## src/rtl/cmflg_pkg.sv

```systemverilog
// Shared definitions for the cmflg gate and its sweep controller.
//   - function-select codes (BUF..XNOR), also used by the gate itself
//   - sweep controller state encoding
//   - find_enabled(): lowest vector index >= from whose function is enabled
package cmflg_pkg;

  localparam logic [2:0] FN_BUF  = 3'b000;
  localparam logic [2:0] FN_INV  = 3'b001;
  localparam logic [2:0] FN_AND  = 3'b010;
  localparam logic [2:0] FN_NAND = 3'b011;
  localparam logic [2:0] FN_OR   = 3'b100;
  localparam logic [2:0] FN_NOR  = 3'b101;
  localparam logic [2:0] FN_XOR  = 3'b110;
  localparam logic [2:0] FN_XNOR = 3'b111;

  typedef enum logic [1:0] {
    ST_IDLE   = 2'd0,
    ST_SETTLE = 2'd1,
    ST_CHECK  = 2'd2,
    ST_DONE   = 2'd3
  } sweep_state_e;

  // Vector index is {s,a,b}; an index is enabled when mask[s] is set.
  // Result bit 5 flags "found"; bits 4:0 are the index. A 6-bit 'from'
  // lets callers ask for "after 31" (from=32) and get not-found.
  function automatic logic [5:0] find_enabled(input logic [5:0] from,
                                               input logic [7:0] mask);
    logic [5:0] r;
    logic [4:0] iv;
    r = '0;
    for (int i = 31; i >= 0; i--) begin
      iv = 5'(i);
      if ((6'(i) >= from) && mask[iv[4:2]]) r = {1'b1, iv};
    end
    return r;
  endfunction

endpackage

```

## src/rtl/cmflg_ref_model.sv

```systemverilog
// Combinational golden model of the cmflg gate.
// Ports:
//   a_i, b_i  logic inputs
//   s_i       function select (BUF..XNOR)
//   y_exp_o   expected gate output
module cmflg_ref_model
  import cmflg_pkg::*;
(
  input  logic       a_i,
  input  logic       b_i,
  input  logic [2:0] s_i,
  output logic       y_exp_o
);

  always_comb begin
    y_exp_o = 1'b0;
    case (s_i)
      FN_BUF:  y_exp_o = a_i;
      FN_INV:  y_exp_o = ~a_i;
      FN_AND:  y_exp_o = a_i & b_i;
      FN_NAND: y_exp_o = ~(a_i & b_i);
      FN_OR:   y_exp_o = a_i | b_i;
      FN_NOR:  y_exp_o = ~(a_i | b_i);
      FN_XOR:  y_exp_o = a_i ^ b_i;
      FN_XNOR: y_exp_o = ~(a_i ^ b_i);
      default: y_exp_o = 1'b0;
    endcase
  end

endmodule

```

## src/rtl/cmflg_sweep_ctrl.sv

```systemverilog
// Self-test sweep controller for a cmflg gate instance.
// Walks {s,a,b} through every enabled function code and input pair, holds
// each vector SETTLE_CYCLES cycles, then compares the returned y against
// the golden model and accumulates results.
// Ports:
//   clk, rst_n          clock, async active-low reset
//   start_i             begin a sweep (IDLE/DONE only)
//   abort_i             return to IDLE, results kept, vector cleared
//   y_i                 output of gate under test
//   a_o, b_o, s_o       registered stimulus to gate
//   busy_o              sweep in progress
//   done_o, pass_o      sweep finished / finished with zero errors
//   err_cnt_o           mismatch count
//   fail_valid_o        first failing vector captured in fail_vec_o ({s,a,b})
//
// state     | meaning
// ----------+-------------------------------------------------
// ST_IDLE   | waiting for start, stimulus at 0
// ST_SETTLE | vector applied, counting down settle time
// ST_CHECK  | sample y, compare, advance to next vector
// ST_DONE   | sweep finished, results held until start/abort
module cmflg_sweep_ctrl
  import cmflg_pkg::*;
#(
  parameter int unsigned SETTLE_CYCLES = 1,
  parameter logic [7:0]  FUNC_MASK     = 8'hFF
) (
  input  logic       clk,
  input  logic       rst_n,
  input  logic       start_i,
  input  logic       abort_i,
  input  logic       y_i,
  output logic       a_o,
  output logic       b_o,
  output logic [2:0] s_o,
  output logic       busy_o,
  output logic       done_o,
  output logic       pass_o,
  output logic [5:0] err_cnt_o,
  output logic       fail_valid_o,
  output logic [4:0] fail_vec_o
);

  localparam int unsigned   CW       = (SETTLE_CYCLES > 1) ? $clog2(SETTLE_CYCLES) : 1;
  localparam logic [CW-1:0] CNT_LOAD = CW'(SETTLE_CYCLES - 1);

  sweep_state_e  state_q, state_d;
  logic [4:0]    idx_q, idx_d;
  logic [CW-1:0] cnt_q, cnt_d;
  logic [5:0]    err_q, err_d;
  logic          fv_q, fv_d;
  logic [4:0]    fvec_q, fvec_d;

  logic          y_exp;
  logic          mismatch;
  logic [5:0]    first_en;
  logic [5:0]    next_en;

  cmflg_ref_model u_ref (
    .a_i     (idx_q[1]),
    .b_i     (idx_q[0]),
    .s_i     (idx_q[4:2]),
    .y_exp_o (y_exp)
  );

  assign first_en = find_enabled(6'd0, FUNC_MASK);
  assign next_en  = find_enabled({1'b0, idx_q} + 6'd1, FUNC_MASK);
  // Case inequality so an undriven/unknown y counts as a failure.
  assign mismatch = (y_i !== y_exp);

  always_comb begin
    state_d = state_q;
    idx_d   = idx_q;
    cnt_d   = cnt_q;
    err_d   = err_q;
    fv_d    = fv_q;
    fvec_d  = fvec_q;

    if (abort_i) begin
      state_d = ST_IDLE;
      idx_d   = '0;
      cnt_d   = '0;
    end else begin
      case (state_q)
        ST_IDLE, ST_DONE: begin
          if (start_i) begin
            err_d  = '0;
            fv_d   = 1'b0;
            fvec_d = '0;
            if (first_en[5]) begin
              idx_d   = first_en[4:0];
              cnt_d   = CNT_LOAD;
              state_d = ST_SETTLE;
            end else begin
              state_d = ST_DONE;
            end
          end
        end
        ST_SETTLE: begin
          if (cnt_q == '0) state_d = ST_CHECK;
          else             cnt_d   = cnt_q - 1'b1;
        end
        ST_CHECK: begin
          if (mismatch) begin
            err_d = err_q + 6'd1;
            if (!fv_q) begin
              fv_d   = 1'b1;
              fvec_d = idx_q;
            end
          end
          if (next_en[5]) begin
            idx_d   = next_en[4:0];
            cnt_d   = CNT_LOAD;
            state_d = ST_SETTLE;
          end else begin
            state_d = ST_DONE;
          end
        end
        default: state_d = ST_IDLE;
      endcase
    end
  end

  always_ff @(posedge clk or negedge rst_n) begin
    if (!rst_n) begin
      state_q <= ST_IDLE;
      idx_q   <= '0;
      cnt_q   <= '0;
      err_q   <= '0;
      fv_q    <= 1'b0;
      fvec_q  <= '0;
    end else begin
      state_q <= state_d;
      idx_q   <= idx_d;
      cnt_q   <= cnt_d;
      err_q   <= err_d;
      fv_q    <= fv_d;
      fvec_q  <= fvec_d;
    end
  end

  assign a_o          = idx_q[1];
  assign b_o          = idx_q[0];
  assign s_o          = idx_q[4:2];
  assign busy_o       = (state_q == ST_SETTLE) || (state_q == ST_CHECK);
  assign done_o       = (state_q == ST_DONE);
  assign pass_o       = done_o && (err_q == 6'd0);
  assign err_cnt_o    = err_q;
  assign fail_valid_o = fv_q;
  assign fail_vec_o   = fvec_q;

endmodule

```

## config.mk

```make
export PLATFORM = sky130hd
export DESIGN_NAME = cmflg_sweep_ctrl
export DESIGN_NICKNAME = d
export VERILOG_FILES = /design/src/rtl/cmflg_pkg.sv /design/src/rtl/cmflg_ref_model.sv /design/src/rtl/cmflg_sweep_ctrl.sv
export SDC_FILE = /design/constraint.sdc
export NUM_CORES = 1
export LEC_CHECK = 0
export BUFFER_PORTS_ARGS = -buffer_cell sky130_fd_sc_hd__buf_2
export CAP_MARGIN = 20
export CORE_MARGIN = 2
export CORE_UTILIZATION = 45
export CTS_BUF_LIST = sky130_fd_sc_hd__clkbuf_4 sky130_fd_sc_hd__clkbuf_8
export CTS_CLUSTER_DIAMETER = 150
export DETAILED_ROUTE_END_ITERATION = 10
export GPL_TIMING_DRIVEN = 0
export PLACE_DENSITY = 0.71
export SLEW_MARGIN = 20
export SYNTH_ARGS = -nofsm -noshare
export SYNTH_HDL_FRONTEND = slang
export SYNTH_SLANG_ARGS = --single-unit
```

## constraint.sdc

```tcl
create_clock -name clk -period 2.7 [get_ports clk]
set_input_delay 0.405 -clock clk [delete_from_list [all_inputs] [get_ports clk]]
set_output_delay 0.405 -clock clk [all_outputs]
set_load 0.005 [all_outputs]
```

==> reports/qor.txt <==
Primary FF master, synth - dfrtp_1
Setup crit end kind - flop
initial antenna violation count - 0
Seq cells post-synth - 19
Root Driver - clkbuf_4
Yosys warnings - 0
Ant. Diodes - 0
P_int - 0.000533 W
Max clock buf depth - 2
Clk Latency, worst-skew pair - 0.30 ns
period utilization - 93.9%
largest net degree at the start of global routing - 20
DRC violations left - 0
Synth area leader - dfrtp_1
sequential power share - 39.1%
Crit path buffers/inverters - 3
routed wl met3 - 193 µm
total placed instance area - 0.00172 mm²
Vert. Die Dim - 62.5 µm
fin util - 52.8%
Routed WL per cell - 14.4 µm
Achievable Freq - 394 MHz
Synth Net Count - 194
Die ar. - 0.00391 mm²
worst hold path class - in2async
Synth cell types - 47
Final Max Tran Viols - 0
GRT Residual Overflow - 0
row count - 21
via count - 1469
Top Metal Used - met4
top-area cell type share of the netlist area - 30.9%
synth top area cells - dfrtp_1, ha_1, nand2_1
RSZ-0062 raised after global routing - no
Worst VDD drop - 0.211 mV
Post-synth EDFFs - 0
Initial Utilization - 46.5%
H-tree depth - 1
FFs w/ async S/R, synth - 100%
Core Region - 0.00331 mm²
final instance area - 0.00175 mm²
Hold Buf Count CTS - 0
post-route ant nets - 0
Tot GR Track Use - 18.8%
status - completed
Reg clk slew, reported paths - 0.11 ns
Crit path max-delay family - multiplexers
Final Hold Viols - 0
Die Width - 62.5 µm
routability cong. - 0.973
crit-path max cell delay - 0.51 ns
Syn Inst Count - 179
commonest cells after routing, fill and taps aside - buf_2, nand2_1, dfrtp_1
Pwr Total - 0.000895 W
element type at the critical path start - flop
critical path class - reg2reg
switching part of the total - 40.4%
Worst Path Max Fanout - 10
mean cell area of the mapped netlist - 8.60 µm²
max-cap violation count - 0
first-pass GRT wire length - 6070 µm
layout net count - 223
CP Data Required Time - 2.89 ns
detailed placer's ending HPWL - 2700 µm
Routed met1 length - 1630 µm
CTS buffer count - 3
vias in the first global route - 1322
IO Count - 25
Setup Buffers After CTS - 0
Critical Path AT - 2.73 ns
Seq/Total Area, Yosys - 30.9%
DR iter-0 viols - 64
clk sink count - 19
Area Growth Syn to Fin - 13.5%
drt total wl - 3650 µm
DR pass1 iterations - 4
Clk pwr share - 16.2%
Slowest-stage cell, CP - mux4_2
power per cell area - 512 mW/mm²
CP most frequent cell - inv_1
mapped cell area - 0.00154 mm²
CTS tree - done
Fillers - 320
vias per cell - 5.81
min cycle time layout - 2.54 ns
Switch Pwr - 0.000361 W
final setup fails - 0
PortBufs - 24
met2 WL post-DR - 1800 µm
most common cell after layout, fill and taps aside - buf_2
Post-Route Skew - 0.00497 ns
Slew Limit Headroom - 58.3%
Worst Max-Slew Pin Slew - 0.623 ns
fin worst setup slack - 0.164 ns
LEAKAGE - 0.826 nW
logic gate share of total power - 44.7%
worst slack at placement - 0.0956 ns
Setup TNS Final - 0 ns
worst-path cell chain - inv_1 > ha_1 > inv_1 > mux4_2 > mux2_4 > nand2b_1 > buf_4 > a221o_1
share of cells above drive strength 1 - 21.3%
-- registers in the layout (all words and copies together) (netlist names) --
signal and count:
idx_q 5, fail_vec_o 5, state_q 2, err_cnt_o 6
fail_valid_o 1
-- cells by family (layout without fill, tap and decap cells) --
| logic type | Yosys count | after routing | synth area share, % |
|---|---|---|---|
| XOR/XNOR | 1 | 1 | 0.569 |
| flip-flops | 19 | 19 | 30.9 |
| AND/OR/NAND/NOR | 66 | 66 | 21.9 |
| AO/OA/AOI/OAI | 51 | 51 | 25.6 |
| multiplexers | 7 | 7 | 5.85 |
| adder cells (fa/ha/maj) | 10 | 10 | 8.12 |
| buffers and inverters | 25 | 53 | 7.15 |
-- power groups by stage --
stage	clock network [W]	logic, W	registers (W)
2_1_floorplan	0	0.000288	0.000350
4_1_cts	0.000149	0.000405	0.000349
3_3_place_gp	0	0.000402	0.000353
5_1_grt	0.000162	0.000456	0.000356
6_report	0.000145	0.000400	0.000350
3_5_place_dp	0	0.000404	0.000355
-- stage by stage --
stage / hold slack (ns) / std cells
after floorplan: 0.109 / 179
after global placement: 0.374 / 249
after detailed placement: 0.368 / 249
after CTS: 0.0321 / 253
after global routing: 0.0465 / 253
final: 0.0235 / 253
-- routing by layer --
metal,vias up,global-route usage [%]
li1,728,-
met1,691,24.1
met2,48,33.9
met3,2,1.62
met4,0,5.28
met5,-,0
-- worst paths after layout --
kind	start	end	slack, ns	depth (start not counted)
max in group asynchronous	rst_n	idx_q[1]	2.36	1
setup reg to reg	idx_q[0]	err_cnt_o[3]	0.16	8
hold reg to reg	fail_vec_o[3]	fail_vec_o[3]	0.54	1
hold / removal	rst_n	fail_vec_o[4]	0.02	1
setup / recovery	idx_q[0]	err_cnt_o[3]	0.16	8
min in group clk	abort_i	state_q[0]	0.32	2
-- timing repair --
action	CTS	global route
setup endpoints to repair	0	8
endpoints found under the hold margin	0	0
gates resized for setup	0	2
-- synth_stat cells (all sizes together), types with 3 or more instances --
master / instances
nand2: 20
a211oi: 6
nor2: 7
clkbuf: 6
or3: 3
mux2: 3
dfrtp: 19
nor3: 8
ha: 10
o31ai: 3
o21ai: 6
a21o: 3
a21oi: 5
a221o: 7
and3: 8
mux2i: 3
nand2b: 7
nand3: 7
inv: 15
buf: 4
a31oi: 3
-- area by class of cell --
class	count	area (µm²)	share of cell area, %
Multi-Input combinational cell	135	955	54.6
Sequential cell	19	478	27.3
Timing Repair Buffer	24	120	6.87
Tap cell	46	57.6	3.29
Inverter	15	56.3	3.22
Buffer	10	53.8	3.08
Clock buffer	3	22.5	1.29
Clock inverter	1	5.00	0.286
No activity file was read; power rests on OpenSTA's default activity.
